<file path="src/rtl/stepper_ramp_driver.sv">
// stepper_ramp_driver
//   Drives a 4-phase stepper from a run/direction/rate request. The step rate ramps one
//   level per RAMP_STEPS steps toward the requested level. A direction reversal or a
//   disable always decelerates to rate 0 first.
//
//   Optional build macro: STEPPER_HALF_STEP_EN selects the 8-entry half-step table
//   (3-bit phase index). When undefined, the 4-entry full-step table is used.
//
// Ports
//   clk           system clock
//   rst           synchronous active-high reset
//   rot_en_i      run request (level)
//   rot_dir_i     0 = forward (index +1), 1 = reverse (index -1)
//   set_rate_i    requested rate level, 7 = fastest
//   f_o           coil phase drive
//   step_pulse_o  one-cycle strobe per phase advance
//   cur_rate_o    rate level currently in effect
//   busy_o        high whenever the driver is not idle
module stepper_ramp_driver #(
  parameter int unsigned BASE_DIV   = 25000,
  parameter int unsigned RAMP_STEPS = 8
) (
  input  logic       clk,
  input  logic       rst,
  input  logic       rot_en_i,
  input  logic       rot_dir_i,
  input  logic [2:0] set_rate_i,
  output logic [3:0] f_o,
  output logic       step_pulse_o,
  output logic [2:0] cur_rate_o,
  output logic       busy_o
);

  localparam int unsigned TimerW = $clog2(BASE_DIV * 128);
  localparam int unsigned PerW   = TimerW + 1;
  localparam int unsigned RampW  = (RAMP_STEPS > 1) ? $clog2(RAMP_STEPS) : 1;
  localparam logic [RampW-1:0] RampLast = RampW'(RAMP_STEPS - 1);

`ifdef STEPPER_HALF_STEP_EN
  localparam int unsigned IdxW = 3;
`else
  localparam int unsigned IdxW = 2;
`endif

  typedef enum logic [1:0] {StIdle, StRun, StStopping, StReversing} state_e;

  state_e             state_q, state_d;
  logic [IdxW-1:0]    idx_q, idx_d;
  logic               dir_q, dir_d;
  logic [TimerW-1:0]  timer_q, timer_d;
  logic [RampW-1:0]   ramp_q, ramp_d;
  logic [2:0]         rate_q, rate_d;
  logic [3:0]         f_q, f_d;
  logic               pulse_q, pulse_d;
  logic [2:0]         target;
  logic               boundary;

  // Timer reload value for a rate level: (BASE_DIV << (7 - r)) - 1.
  function automatic logic [TimerW-1:0] reload(input logic [2:0] r);
    logic [PerW-1:0] p;
    p = PerW'(BASE_DIV) << (3'd7 - r);
    return TimerW'(p - PerW'(1));
  endfunction

  function automatic logic [3:0] coil(input logic [IdxW-1:0] i);
    logic [3:0] c;
`ifdef STEPPER_HALF_STEP_EN
    case (i)
      3'd0:    c = 4'b0001;
      3'd1:    c = 4'b0011;
      3'd2:    c = 4'b0010;
      3'd3:    c = 4'b0110;
      3'd4:    c = 4'b0100;
      3'd5:    c = 4'b1100;
      3'd6:    c = 4'b1000;
      default: c = 4'b1001;
    endcase
`else
    case (i)
      2'd0:    c = 4'b0011;
      2'd1:    c = 4'b0110;
      2'd2:    c = 4'b1100;
      default: c = 4'b1001;
    endcase
`endif
    return c;
  endfunction

  always_comb begin
    state_d  = state_q;
    idx_d    = idx_q;
    dir_d    = dir_q;
    timer_d  = timer_q;
    ramp_d   = ramp_q;
    rate_d   = rate_q;
    pulse_d  = 1'b0;
    target   = (state_q == StRun) ? set_rate_i : 3'd0;
    boundary = (state_q != StIdle) && (timer_q == '0);

    if (state_q != StIdle) begin
      if (boundary) begin
        idx_d   = dir_q ? idx_q - IdxW'(1) : idx_q + IdxW'(1);
        pulse_d = 1'b1;
        if (rate_q == target) begin
          ramp_d = '0;
        end else if (ramp_q == RampLast) begin
          ramp_d = '0;
          rate_d = (target > rate_q) ? rate_q + 3'd1 : rate_q - 3'd1;
        end else begin
          ramp_d = ramp_q + RampW'(1);
        end
        // Next period follows the rate that results from this boundary's ramp update.
        timer_d = reload(rate_d);
      end else begin
        timer_d = timer_q - TimerW'(1);
      end
    end

    case (state_q)
      StIdle: begin
        if (rot_en_i) begin
          dir_d   = rot_dir_i;
          rate_d  = 3'd0;
          ramp_d  = '0;
          timer_d = reload(3'd0);
          state_d = StRun;
        end
      end
      StRun: begin
        if (!rot_en_i) begin
          state_d = StStopping;
        end else if (rot_dir_i != dir_q) begin
          state_d = StReversing;
        end
      end
      StStopping: begin
        if (rot_en_i) begin
          state_d = (rot_dir_i == dir_q) ? StRun : StReversing;
        end else if (boundary && (rate_d == 3'd0)) begin
          state_d = StIdle;
        end
      end
      StReversing: begin
        if (!rot_en_i) begin
          state_d = StStopping;
        end else if (boundary && (rate_d == 3'd0)) begin
          // This boundary's step already went the old way; new direction from here on.
          dir_d   = rot_dir_i;
          state_d = StRun;
        end
      end
      default: state_d = StIdle;
    endcase

    // Coils are released in idle; otherwise they follow the phase index.
    f_d = (state_d == StIdle) ? 4'b0000 : coil(idx_d);
  end

  always_ff @(posedge clk) begin
    if (rst) begin
      state_q <= StIdle;
      idx_q   <= '0;
      dir_q   <= 1'b0;
      timer_q <= '0;
      ramp_q  <= '0;
      rate_q  <= 3'd0;
      f_q     <= 4'b0000;
      pulse_q <= 1'b0;
    end else begin
      state_q <= state_d;
      idx_q   <= idx_d;
      dir_q   <= dir_d;
      timer_q <= timer_d;
      ramp_q  <= ramp_d;
      rate_q  <= rate_d;
      f_q     <= f_d;
      pulse_q <= pulse_d;
    end
  end

  assign f_o          = f_q;
  assign step_pulse_o = pulse_q;
  assign cur_rate_o   = rate_q;
  assign busy_o       = (state_q != StIdle);

endmodule
</file>
<file path="config.mk">
export PLATFORM = sky130hd
export DESIGN_NAME = stepper_ramp_driver
export DESIGN_NICKNAME = d
export VERILOG_FILES = /design/src/rtl/stepper_ramp_driver.sv
export SDC_FILE = /design/constraint.sdc
export NUM_CORES = 1
export LEC_CHECK = 0
export BUFFER_PORTS_ARGS = -buffer_cell sky130_fd_sc_hd__buf_4
export CAP_MARGIN = 0
export CORE_MARGIN = 1
export CORE_UTILIZATION = 32
export DETAILED_ROUTE_END_ITERATION = 7
export SYNTH_ARGS = -nofsm -noshare
export SYNTH_HDL_FRONTEND = slang
export SYNTH_SLANG_ARGS = --single-unit
</file>
<file path="constraint.sdc">
create_clock -name clk -period 10.5 [get_ports clk]
set_input_delay 1.05 -clock clk [delete_from_list [all_inputs] [get_ports clk]]
set_output_delay 1.05 -clock clk [all_outputs]
set_load 0.01 [all_outputs]
</file>
# Word level (Yosys, flattened, before mapping)
# Index checks and enable logic that the tools add are counted.
# totals
ff_bits	38
elab_cells	81
# op_classes
n_reduce_logical	12
eq_ne	12
n_shift	1
bitwise_logic	1
addsub	8
n_mux	38
n_lt_le_gt_ge	1
# op_table
operator	count
2-to-1 mux 22 bit	4
2-to-1 mux 3 bit	16
subtractor 22 x 1 -> 22 bit (second input constant)	2
zero test 22 bit	1
2-to-1 mux 2 bit	11
left shift 15 x 3 -> 22 bit (first input constant)	1
one-hot mux 4 bit (3 select lines)	1
one-hot mux 2 bit (4 select lines)	1
adder 3 x 1 -> 3 bit (second input constant)	2
equality test 2 bit (second input constant)	3
zero test 2 bit	3
!= test 2 bit (second input constant)	3
equality test 2 x 1 -> 1 bit (second input constant)	2
2-to-1 mux 1 bit	4
AND reduction 4 bit	1
nonzero test 2 bit	2
OR reduction 2 bit	2
equality test 3 bit	1
equality test 3 bit (second input constant)	1
greater-than comparator 3 bit	1
zero test 3 bit	1
subtractor 3 x 1 -> 3 bit (second input constant)	1
subtractor 3 bit (first input constant)	1
adder 2 x 1 -> 2 bit (second input constant)	1
other kinds (6)	7

# Logic depth before layout (Yosys ltp)
# logic_depth
depth_word	17
depth_mapped	19
ltp_nobuf	18

# Worst setup path before layout
# OpenSTA, ideal clock, no wires.
# synth_timing
path_type	input to register
start	input port set_rate_i[2]
end	register timer_q[18]
path_slack_ps	5833
setup_ps	122
path_stages	16
required_ps	10378
t_arrival_ps	4545
cell_sequence	and2_1 > ha_1 > nand3_1 > a21boi_0 > fa_1 > or3_1 > nand4_1 > nand2_1 > buf_1 > ha_1 > or3_2 > o22a_2 > a211oi_1 > nand4_1 > xor2_1 > o21ai_1
# synth_via
elab_chain_cells	14
# synth_lines
element	line	rtl
start, declared	27	input logic [2:0] set_rate_i,
2-to-1 mux 3 bit (*)	97	target = (state_q == StRun) ? set_rate_i : 3'd0;
greater-than comparator 3 bit	108	rate_d = (target > rate_q) ? rate_q + 3'd1 : rate_q - 3'd1;
2-to-1 mux 3 bit	108	
2-to-1 mux 3 bit	106	end else if (ramp_q == RampLast) begin
2-to-1 mux 3 bit (*)	104	if (rate_q == target) begin
2-to-1 mux 3 bit (*)	101	if (boundary) begin
2-to-1 mux 3 bit (*)	100	if (state_q != StIdle) begin
subtractor 3 bit (*)	61	p = PerW'(BASE_DIV) << (3'd7 - r);
left shift 15 x 3 -> 22 bit (*)	61	
subtractor 22 x 1 -> 22 bit (*)	62	return TimerW'(p - PerW'(1));
2-to-1 mux 22 bit (*)	101	
2-to-1 mux 22 bit (*)	100	
2-to-1 mux 22 bit	121	if (rot_en_i) begin
2-to-1 mux 22 bit (*)	119	case (state_q)
end signal, assigned	173	timer_q <= timer_d;
end, declared	50	logic [TimerW-1:0] timer_q, timer_d;
# Every way passes the cells marked *; elsewhere a longest branch is shown, timed or not. The select of a mux whose other input is x is not followed.
# A chain may end at the register's enable or synchronous reset.

# Final worst setup path
# Ends and elaborated chain as after synthesis.

==> run_results.csv <==
group,metric,value,unit
run_status,outcome,"complete, no violations",
synth,yosysWarnings,0,
die,die_h,94.8,um
synth,ys_seq_area_frac,0.276,
pwr,power-per-cell-area,112,mW/mm2
grt,grt_use_total,0.169,
cts,clock_path_buffers,2,
grt,grt_max_degree,29,
hold_path,min_from,"ramp_q[1]",
finish,n_antenna_cell,0,
pwr,p_switching,110,uW
synth,synth_nets,373,
setup_path,crit-reg2reg-launch,"cur_rate_o[2]",
pwr,intPower,230,uW
cts,tritoncts,"built",
setup_path,reg2reg_depth,16,
cts,htree_num_levels,2,
route,wl_met2,3.42,mm
timing,grt_setup_unrepaired,"no",
grt,grt_overflow,0,
finish,final_cell_mix,"nor2_1, dfxtp_1, nand2_1, a21oi_1, buf_4",
setup_path,worstPathArrival,5.33,ns
synth,yosys_register_bits,38,
place,hpwl,5.19,mm
timing,maxSlewViolCount,0,
route,drt-met1-wl,3.34,mm
route,antenna_left,0,
finish,drive_above_1_share,0.137,
run,timing.max_cap.violations,0,
cts,insertion_delay,0.30,ns
setup_path,critPathCaptureType,"flop",
finish,syn_to_final_growth,10.4,%
finish,fillers,858,
timing,finalSetupViolations,0,
route,highest_layer,"met4",
cts,ctsResizeCount,0,
route,dr.pass1.iters,4,
synth,syn_inst,348,
die,core-area,0.00826,mm2
timing,slew_headroom,0.402,
timing,worst_slew_pin_slew,0.889,ns
cts,clock_sinks,38,
pwr,irDropWorstVdd,38.2,uV
synth,yosysTopAreaCell,"dfxtp_1",
setup_path,crit_fanout,12,
setup_path,critPathKind,"input pin to flop",
cts,cts_buffers,5,
grt,grt_pass1_vias,2404,
finish,final_nets,382,
cts,post_cts_buffers,0,
timing,max_freq,195,MHz
timing,post-route-min-period,5.13,ns
finish,mostFrequentLayoutCell,"nor2_1",
die,start_util,0.333,
route,drc,0,
grt,grt_pass1_wl,11.9,mm
synth,synth_area,0.00275,mm2
cts,path_clk_slew,0.08,ns
die,io_pins,16,
place,port_buffers,15,
route,viasPerCell,5.66,
cts,ctsHoldBuffers,0,
pwr,p_leak,1.13,nW
timing,tns,0,ns
setup_path,worstSetupStartpointType,"input pin",
finish,utilization,0.368,
timing,fin_crit_sh,0.489,
synth,synth_area_leaders,"dfxtp_1, ha_1, nor2_1, a21oi_1, nand2_1",
place,globalplace.congestion,0.897,
route,routed_wl,7.22,mm
die,die_x,94.8,um
route,wire_per_inst,15.6,um
pwr,combPwrFrac,0.211,
pwr,swShare,0.324,
timing,finalHoldViolCount,0,
die,num_rows,33,
synth,syn_avg_cell_area,7.91,um2
grt,antenna_found_initial,0,
hold_path,worstHoldEndpoint,"ramp_q[1]",
cts,root_buffer,"clkbuf_8",
route,met3_length,318,um
synth,synth.distinct_cells,70,
setup_path,ff2ff_setup_slack,5.48,ns
route,drtIter0Drc,215,
pwr,pwr-share-clk,0.309,
synth,synth_edf_count,0,
pwr,pwr-share-seq,0.480,
route,vias,2619,
hold_path,min_path_cells,2,
synth,ys.flop_type,"dfxtp_1",
setup_path,timing.rr.end,"timer_q[18]",
timing,finClkSkew,0.00688,ns
setup_path,required,10.69,ns
synth,synth_top_area_frac,0.276,
hold_path,min_path_type,"flop to flop",
synth,async_flop_share,0,
die,die-area,0.00898,mm2
==> area by class of cell <==
class,instances,area (um2),share of cell area
flip-flops and latches,38,761,0.250
multi-input cells,280,1870,0.615
clock buffers,5,68.8,0.0226
clock inverters,3,21.3,0.00700
inverters,14,52.6,0.0173
repair buffers,18,135,0.0444
well taps,105,131,0.0432
==> cell usage after synthesis (8+ instances only) <==
cell	instances
a211oi_1	8
a21oi_1	23
and2_1	9
clkbuf_1	10
dfxtp_1	38
ha_1	17
inv_1	13
nand2_1	25
nand3_1	16
nor2_1	40
nor3_1	13
o21ai_0	11
==> metrics by stage <==
stage / hold WS (ns) / worst slack, ns / total power [mW] / cells / area [um2]
floorplan: 0.433 / 5.83 / 0.219 / 348 / 2750
global placement: 0.445 / 5.13 / 0.237 / 455 / 2950
detailed placement: 0.459 / 5.09 / 0.237 / 455 / 2950
CTS: 0.475 / 5.41 / 0.341 / 463 / 3040
global route: 0.491 / 4.99 / 0.360 / 463 / 3040
finish: 0.471 / 5.37 / 0.340 / 463 / 3040
==> sequential cells by signal, summed over array words and instances (netlist names) <==
| register | flops |
|---|---|
| timer_q | 22 |
| f_o | 4 |
| cur_rate_o | 3 |
| ramp_q | 3 |
| idx_q | 2 |
| state_q | 2 |
| dir_q | 1 |
| step_pulse_o | 1 |
==> worst max-delay path: stages <==
cell and delay, ns:
buf_4 0.11, and2_1 0.13, ha_1 0.34, nand3_1 0.23, a21boi_0 0.21, fa_1 0.43, nor3_2 0.48, o31ai_2 0.14
nand2_1 0.37, inv_2 0.16, ha_1 0.35, or3_2 0.48, o22a_2 0.22, a211oi_1 0.22, nand4_1 0.15, xor2_1 0.19
o21ai_1 0.07
==> kinds of logic (layout without fill, tap and decap cells) <==
family | Yosys count | after routing | synth area share
AO/OA/AOI/OAI | 96 | 96 | 0.243
AND/OR/NAND/NOR | 150 | 150 | 0.297
adder cells (fa/ha/maj) | 18 | 18 | 0.0845
flip-flops | 38 | 38 | 0.276
buffers and inverters | 30 | 40 | 0.0445
multiplexers | 2 | 2 | 0.00772
XOR/XNOR | 14 | 14 | 0.0473
==> worst max path at each step <==
stage / endpoint / cells past startpoint / start / slack (ns)
floorplan: timer_q[18] / 16 / set_rate_i[2] / 5.83
global placement: timer_q[18] / 17 / set_rate_i[2] / 5.13
detailed placement: timer_q[18] / 17 / set_rate_i[2] / 5.09
CTS: timer_q[18] / 17 / set_rate_i[2] / 5.41
global route: timer_q[18] / 17 / set_rate_i[2] / 4.99
finish: timer_q[18] / 17 / set_rate_i[2] / 5.37
==> layer usage <==
layer	vias to the layer above	global-route usage
met2	73	0.286
met5	-	0
li1	1302	-
met4	0	0.0644
met1	1230	0.221
met3	14	0.0153
==> power groups by stage <==
stage	Clock, mW	Sequential (mW)	Combinational [mW]
global placement	0	0.166	0.0707
detailed placement	0	0.166	0.0709
finish	0.105	0.163	0.0718
CTS	0.107	0.163	0.0714
floorplan	0	0.164	0.0551
global route	0.115	0.165	0.0806
Note: power is estimated with default switching activity, not from simulation.
